**src/rtl/mult_div_unit.sv**
```systemverilog
// rtl/mult_div_unit.sv - sequential signed 32x32 multiply (radix-2 Booth) / divide (restoring) unit
// Divider is built only when MDU_DIV_EN is defined; busy/done/div_zero are registered from the FSM state.
module mult_div_unit (
    input  logic        clock,
    input  logic        reset,
    input  logic        start,
    input  logic        op,
    input  logic [31:0] a,
    input  logic [31:0] b,
    output logic [31:0] hi,
    output logic [31:0] lo,
    output logic        busy,
    output logic        done,
    output logic        div_zero
);
    typedef enum logic [2:0] {
        IDLE = 3'd0,
        MULT = 3'd1,
        DIV  = 3'd2,
        FIX  = 3'd3,
        DONE = 3'd4
    } state_t;

    state_t      state;
    logic [5:0]  step;
    logic [32:0] mcand;
    logic [32:0] acc;
    logic [31:0] mq;
    logic        mq_m1;

    logic [32:0] src_mcand;
    logic [32:0] src_acc;
    logic [31:0] src_q;
    logic        src_m1;
    logic [32:0] booth_sum;
    logic [32:0] acc_nxt;
    logic [31:0] mq_nxt;

    // The first step runs on the accepting edge, straight from the a/b inputs.
    always_comb begin
        if (state == IDLE) begin
            src_mcand = {a[31], a};
            src_acc   = '0;
            src_q     = b;
            src_m1    = 1'b0;
        end else begin
            src_mcand = mcand;
            src_acc   = acc;
            src_q     = mq;
            src_m1    = mq_m1;
        end
        booth_sum = src_acc;
        if (src_q[0] && !src_m1)
            booth_sum = src_acc - src_mcand;
        else if (!src_q[0] && src_m1)
            booth_sum = src_acc + src_mcand;
        acc_nxt = {booth_sum[32], booth_sum[32:1]};
        mq_nxt  = {booth_sum[0], src_q[31:1]};
    end

`ifdef MDU_DIV_EN
    logic [31:0] dvsr;
    logic [31:0] rem;
    logic [31:0] quo;
    logic [31:0] src_dvsr;
    logic [31:0] src_rem;
    logic [31:0] src_quo;
    logic [31:0] rem_nxt;
    logic [31:0] quo_nxt;
    logic [32:0] shifted;
    logic        neg_q;
    logic        neg_r;
    logic        zero_div;

    // Restoring step on magnitudes; the quotient register doubles as the dividend shifter.
    always_comb begin
        if (state == IDLE) begin
            src_dvsr = b[31] ? -b : b;
            src_rem  = '0;
            src_quo  = a[31] ? -a : a;
        end else begin
            src_dvsr = dvsr;
            src_rem  = rem;
            src_quo  = quo;
        end
        shifted = {src_rem, src_quo[31]};
        if (shifted >= {1'b0, src_dvsr}) begin
            rem_nxt = shifted[31:0] - src_dvsr;
            quo_nxt = {src_quo[30:0], 1'b1};
        end else begin
            rem_nxt = shifted[31:0];
            quo_nxt = {src_quo[30:0], 1'b0};
        end
    end
`else
    assign div_zero = 1'b0;
`endif

    always_ff @(posedge clock) begin
        if (reset) begin
            state    <= IDLE;
            step     <= '0;
            hi       <= '0;
            lo       <= '0;
            busy     <= 1'b0;
            done     <= 1'b0;
            mcand    <= '0;
            acc      <= '0;
            mq       <= '0;
            mq_m1    <= 1'b0;
`ifdef MDU_DIV_EN
            div_zero <= 1'b0;
            zero_div <= 1'b0;
            dvsr     <= '0;
            rem      <= '0;
            quo      <= '0;
            neg_q    <= 1'b0;
            neg_r    <= 1'b0;
`endif
        end else begin
            busy <= (state != IDLE);
            done <= (state == DONE);
`ifdef MDU_DIV_EN
            div_zero <= (state == DONE) && zero_div;
`endif
            case (state)
                IDLE: begin
                    if (start && !op) begin
                        state <= MULT;
                        step  <= 6'd1;
                        mcand <= src_mcand;
                        acc   <= acc_nxt;
                        mq    <= mq_nxt;
                        mq_m1 <= src_q[0];
                    end
`ifdef MDU_DIV_EN
                    else if (start && b == '0) begin
                        state    <= DONE;
                        zero_div <= 1'b1;
                    end else if (start) begin
                        state <= DIV;
                        step  <= 6'd1;
                        dvsr  <= src_dvsr;
                        rem   <= rem_nxt;
                        quo   <= quo_nxt;
                        neg_q <= a[31] ^ b[31];
                        neg_r <= a[31];
                    end
`endif
                end
                MULT: begin
                    acc   <= acc_nxt;
                    mq    <= mq_nxt;
                    mq_m1 <= src_q[0];
                    step  <= step + 6'd1;
                    if (step == 6'd31) begin
                        state <= DONE;
                        hi    <= acc_nxt[31:0];
                        lo    <= mq_nxt;
                    end
                end
`ifdef MDU_DIV_EN
                DIV: begin
                    rem  <= rem_nxt;
                    quo  <= quo_nxt;
                    step <= step + 6'd1;
                    if (step == 6'd31)
                        state <= FIX;
                end
                FIX: begin
                    state <= DONE;
                    lo    <= neg_q ? -quo : quo;
                    hi    <= neg_r ? -rem : rem;
                end
`endif
                DONE: begin
                    state <= IDLE;
`ifdef MDU_DIV_EN
                    zero_div <= 1'b0;
`endif
                end
                default: state <= IDLE;
            endcase
        end
    end
endmodule

```
**config.mk**
```make
export PLATFORM = sky130hd
export DESIGN_NAME = mult_div_unit
export DESIGN_NICKNAME = d
export VERILOG_FILES = /design/src/rtl/mult_div_unit.sv
export SDC_FILE = /design/constraint.sdc
export NUM_CORES = 1
export LEC_CHECK = 0
export ABC_AREA = 0
export CAP_MARGIN = 20
export CORE_ASPECT_RATIO = 1.5
export CORE_MARGIN = 4
export CORE_UTILIZATION = 51
export DETAILED_ROUTE_END_ITERATION = 10
export MAX_ROUTING_LAYER = met4
export PLACE_DENSITY = 0.79
export SYNTH_ARGS = -nofsm -noshare
export SYNTH_HDL_FRONTEND = slang
export SYNTH_SLANG_ARGS = --single-unit
```
**constraint.sdc**
```tcl
create_clock -name clock -period 4.86 [get_ports clock]
set_clock_uncertainty 0.1 [all_clocks]
set_input_delay 0.972 -clock clock [delete_from_list [all_inputs] [get_ports clock]]
set_output_delay 0.972 -clock clock [all_outputs]
set_load 0.02 [all_outputs]
```
# Yosys cells after proc, flatten, opt, wreduce, memory -nomap -nowiden
# Cells that the tools add are included.
# op_classes
n_addsub	3
n_mul	0
n_div	0
n_lt_le_gt_ge	0
n_eq_ne	5
n_shift	0
n_mux	17
n_bitwise	0
reduce_logical	13
# ops
cell	count
2-to-1 mux 33 bit	5
one-hot mux 33 bit (2 select lines)	1
2-to-1 mux 32 bit	2
one-hot mux 32 bit (2 select lines)	1
adder 33 bit	1
subtractor 33 bit	1
one-hot mux 6 bit (2 select lines)	1
AND reduction 2 bit	4
adder 6 x 1 -> 6 bit (second input constant)	1
== test 6 x 5 -> 1 bit (second input constant)	1
2-to-1 mux 3 bit	2
2-to-1 mux 6 bit	1
one-hot mux 3 bit (2 select lines)	1
== test 3 x 1 -> 1 bit (second input constant)	1
== test 3 bit (second input constant)	1
logical AND 1 bit	3
logical NOT 1 bit	3
logical NOT 3 bit	1
nonzero test 3 bit	1
2-to-1 mux 1 bit	2
!= test 2 x 1 -> 1 bit (second input constant)	1
!= test 2 bit (second input constant)	1
one-hot mux 1 bit (2 select lines)	1
nonzero test 2 bit	1
# totals
reg_bits	174
latchBits	0
ramBits	0
romBits	0
output_inout_bits	67
word_cells	48
mem_count	0

# Logic depth before layout (Yosys ltp)
# logic_depth
depth_word	8
ltp_mapped	21
depth_no_buf	15

# Worst setup path before layout
# OpenSTA, ideal clock, no wires.
# synth_path
path_type	flip-flop to flip-flop
from	register state[2]
to	register hi[30]
setup_time_ns	0.088
arrival_time_ns	4.738
path_slack_ns	-0.066
stages_incl_launch_ff	21
synth_period_minus_slack_ns	4.926
cell_sequence	dfxtp_1 -> or2_4 -> buf_6 -> buf_2 -> buf_2 -> buf_1 -> clkbuf_1 -> clkbuf_1 -> clkbuf_1 -> and2_1 -> ha_1 -> clkbuf_1 -> a2111oi_0 -> o21ai_1 -> a211oi_2 -> nor3_2 -> o31ai_4 -> and4_1 -> a2111oi_2 -> mux2_4 -> a311oi_2
# synth_between
elab_chain_len	6
# synth_rtl
item	line	source
from (decl)	24	state_t state;
from (signal assigned)	101	state <= IDLE;
from (signal assigned)	129	state <= MULT;
from (signal assigned)	157	state <= DONE;
branches (longest 6 deep; another with adder 33 bit)	n/a	
to (signal assigned)	158	hi <= acc_nxt[31:0];
to (decl)	10	output logic [31:0] hi,
# Several ways; the timed one is not identified.
# A chain may end at the register's enable or synchronous reset.

# Final worst setup path
# layout_path
from	register state[2]
to	register acc[23]
# layout_rtl
item	line	source
logical NOT 3 bit *	41	if (state == IDLE) begin
2-to-1 mux 33 bit *	41	
net src_mcand[1]	31	logic [32:0] src_mcand;
adder 33 bit	56	booth_sum = src_acc + src_mcand;
2-to-1 mux 33 bit	55	else if (!src_q[0] && src_m1)
2-to-1 mux 33 bit *	53	if (src_q[0] && !src_m1)
2-to-1 mux 33 bit	128	if (start && !op) begin
one-hot mux 33 bit (2 select lines) *	126	case (state)
to (signal assigned)	132	acc <= acc_nxt;
to (signal assigned)	152	acc <= acc_nxt;
to (decl)	27	logic [32:0] acc;
# The timed path passes the listed nets; every way through them passes the cells marked *. The select of a mux whose other input is x is not followed.

==> summary.txt <==
Run status
  • Outcome: finished, final reports clean

Synthesis
  • Synth top area cells: dfxtp_1 31%, nand2_1 7.1%, nor2_1 6.4%
  • Area leader, netlist: dfxtp_1
  • FF+latch count, synth: 172
  • Post-synth top cells: 208 x nand2_1, 188 x nor2_1, 172 x dfxtp_1, 112 x a21oi_1, 86 x clkbuf_1
  • Seq/Total Area, Yosys: 31.1%
  • Top-count cell post-synth: nand2_1
  • Share of the synthesized area in the top cell type: 31.1%
  • Synthesized netlist cell count: 1449
  • Post-synth EDFFs: 0
  • Synth warn: 0
  • Async set-reset flop share out of synthesis: 0%
  • Net Count, Synth: 1570
  • Ys flop type: dfxtp_1
  • Number of distinct library cells after synthesis: 87
  • Synthesized cell area: 0.0111 mm^2
  • Avg Synthesized Cell Area: 7.63 um^2

Routing
  • Detail Route Antenna Nets: 0
  • Pre-antenna DRT Iters: 5
  • Initial drt markers: 704
  • Drt wl/cell: 18.1 um
  • WL final: 32.8 mm
  • Vias post-DR: 10901
  • Drt via density: 6.03
  • DRC errors left: 0

Die
  • Num ports: 135
  • Width of the die: 128 um
  • Row count: 65
  • Starting Density: 52.1%
  • Die height: 188 um
  • Core area: 0.0212 mm^2
  • Die ar.: 0.0241 mm^2

Power and ir drop
  • Power Dens Cells: 282 mW/mm^2
  • Pwr Total: 3.71 mW
  • Leakage power: 5.09 nW
  • Worst VDD drop: 0.000231 V

Global route
  • GRT Total Usage: 27.5%
  • GR Util met1: 35.9%
  • Initial antenna violation count: 0
  • Vias in the first global route: 10259
  • First-pass GRT wire length: 53.1 mm
  • Largest net degree at the start of global routing: 91
  • Met3 track demand over resource: 3.49%
  • GRT overflow: 0
  • M2 GR Usage: 43.5%
  • Most crowded layer after global routing: met2

Clock tree
  • Reg clk slew, reported paths: 0.07 ns
  • Worst-Skew Late Latency: 0.44 ns
  • Clk Tree Root Cell: clkbuf_16
  • Cts bufs inserted: 17
  • Cts hold-fix bufs: 0
  • CTS tree: built
  • Clock Path Buffers: 2
  • H-tree levels: 4
  • Clock sink count: 172
  • PostCTS Resize Cnt: 0
  • Postcts setup bufs: 0

Finish
  • Share of cells above drive strength 1: 6.76%
  • Post-route insts no fill: 1807
  • Nets: 1648
  • Inserted Diodes: 0
  • Synth-to-layout area growth: 19.2%

STA
  • Fmax: 223 MHz
  • Setup_tns: 0 ns
  • Slew Viols, Final: 0
  • Final setup vio count: 0
  • Slew HR: 38.4%
  • RSZ-0062 raised after global routing: no
  • Period Utilization, post-route: 92.4%
  • Final hold violations: 0
  • Tightest Pin Transition: 0.921 ns
  • Fin worst setup slack: 0.367 ns
  • Final min period: 4.49 ns

Worst setup path
  • Peak fanout along the critical path: 14
  • Setup CP Type: reg -> reg
  • CP Data Arrival Time: 4.67 ns
  • CP Capture Type: register
  • CP Data Required Time: 5.04 ns
  • Crit start category: register

Placement
  • DP Worst Slack: 0.101 ns
  • IO buf count: 133
  • Placer Congestion: 0.976
  • Post-Place Cells: 1776
  • Hpwl dp: 23.7 mm

Flow run
  • Max-Cap Viols: 0

Hold path
  • Worst min path class: reg -> reg
## flip-flops by register name, summed over array words and instances (netlist names)
signal  count
mcand      33
acc        32
mq_m1       1
lo         32
step        6
done        1
mq         32
hi         32
busy        1
state       2
## through the flow
step	hold slack (ns)	instance area, um^2	utilization [%]
after floorplan	0.341	11100	-
after global placement	0.341	12600	59.5
after detailed placement	0.346	12600	59.5
after CTS	0.356	13200	62.1
after global routing	0.374	13200	62.1
final	0.352	13200	62.1
## cell usage in the layout (no fill, tap or decap), drive strengths merged, types with 14 or more instances in the layout
| cell | synthesis | final |
|---|---|---|
| a211oi | 77 | 77 |
| nand2 | 208 | 208 |
| nor2 | 188 | 188 |
| nand2b | 14 | 14 |
| a311oi | 42 | 42 |
| mux2i | 29 | 29 |
| clkdlybuf4s50 | 0 | 132 |
| o21ai | 35 | 35 |
| ha | 51 | 51 |
| clkbuf | 86 | 21 |
| buf | 27 | 40 |
| xnor2 | 29 | 29 |
| and2 | 31 | 31 |
| nor3 | 30 | 30 |
| a21o | 21 | 21 |
| dfxtp | 172 | 172 |
| inv | 57 | 62 |
| a21oi | 113 | 113 |
| nand3 | 16 | 16 |
## layer usage
layer	vias to the layer above	routed length [um]	share of wire (%)
met3	61	1880	5.7
li1	5338	-	-
met4	0	984	3.0
met5	-	0	0
met2	381	15500	47
met1	5121	14400	44
## cells by family after synthesis
kind of cell	Yosys count	synth area share [%]
xor+xnor	42	3.33
fa+ha+maj	59	6.68
buf+inv	170	6.03
other cells	1	0.0339
mux	33	3.25
compound gates	431	27.9
simple gates	541	21.6
flops	172	31.1
## worst paths after layout
check	from	to	slack, ns	depth (start not counted)
setup / recovery	state[2]	acc[23]	0.37	14
hold / removal	lo[7]	lo[7]	0.35	2
setup reg to reg	state[2]	acc[23]	0.37	14
hold reg to reg	lo[7]	lo[7]	0.35	2
## where the power goes
group / internal, mW / total [mW] / leakage, nW / switching, mW
combinational: 0.332 / 0.838 / 3.41 / 0.506
sequential: 1.49 / 1.56 / 1.40 / 0.0726
clock: 0.702 / 1.31 / 0.269 / 0.613
## worst max-delay path, cell delays in order (launching register included)
cell	delay, ns
dfxtp_1	0.42
nor2_4	0.54
mux2i_1	0.40
inv_1	0.17
fa_1	0.48
nor2b_1	0.19
o31a_1	0.20
nor3_1	0.13
o211ai_4	0.26
nand3_2	0.16
o31a_4	0.36
o21ai_1	0.16
xor2_1	0.08
a222oi_1	0.51
a211oi_1	0.15
## cell type report
class / instances / area, um^2
fillers: 1914 / 8050
multi-input cells: 1107 / 6980
flip-flops and latches: 172 / 3440
repair buffers: 172 / 1660
clock buffers: 21 / 470
well taps: 268 / 335
inverters: 57 / 214
clock inverters: 10 / 80.1
Note: power is estimated with default switching activity, not from simulation.
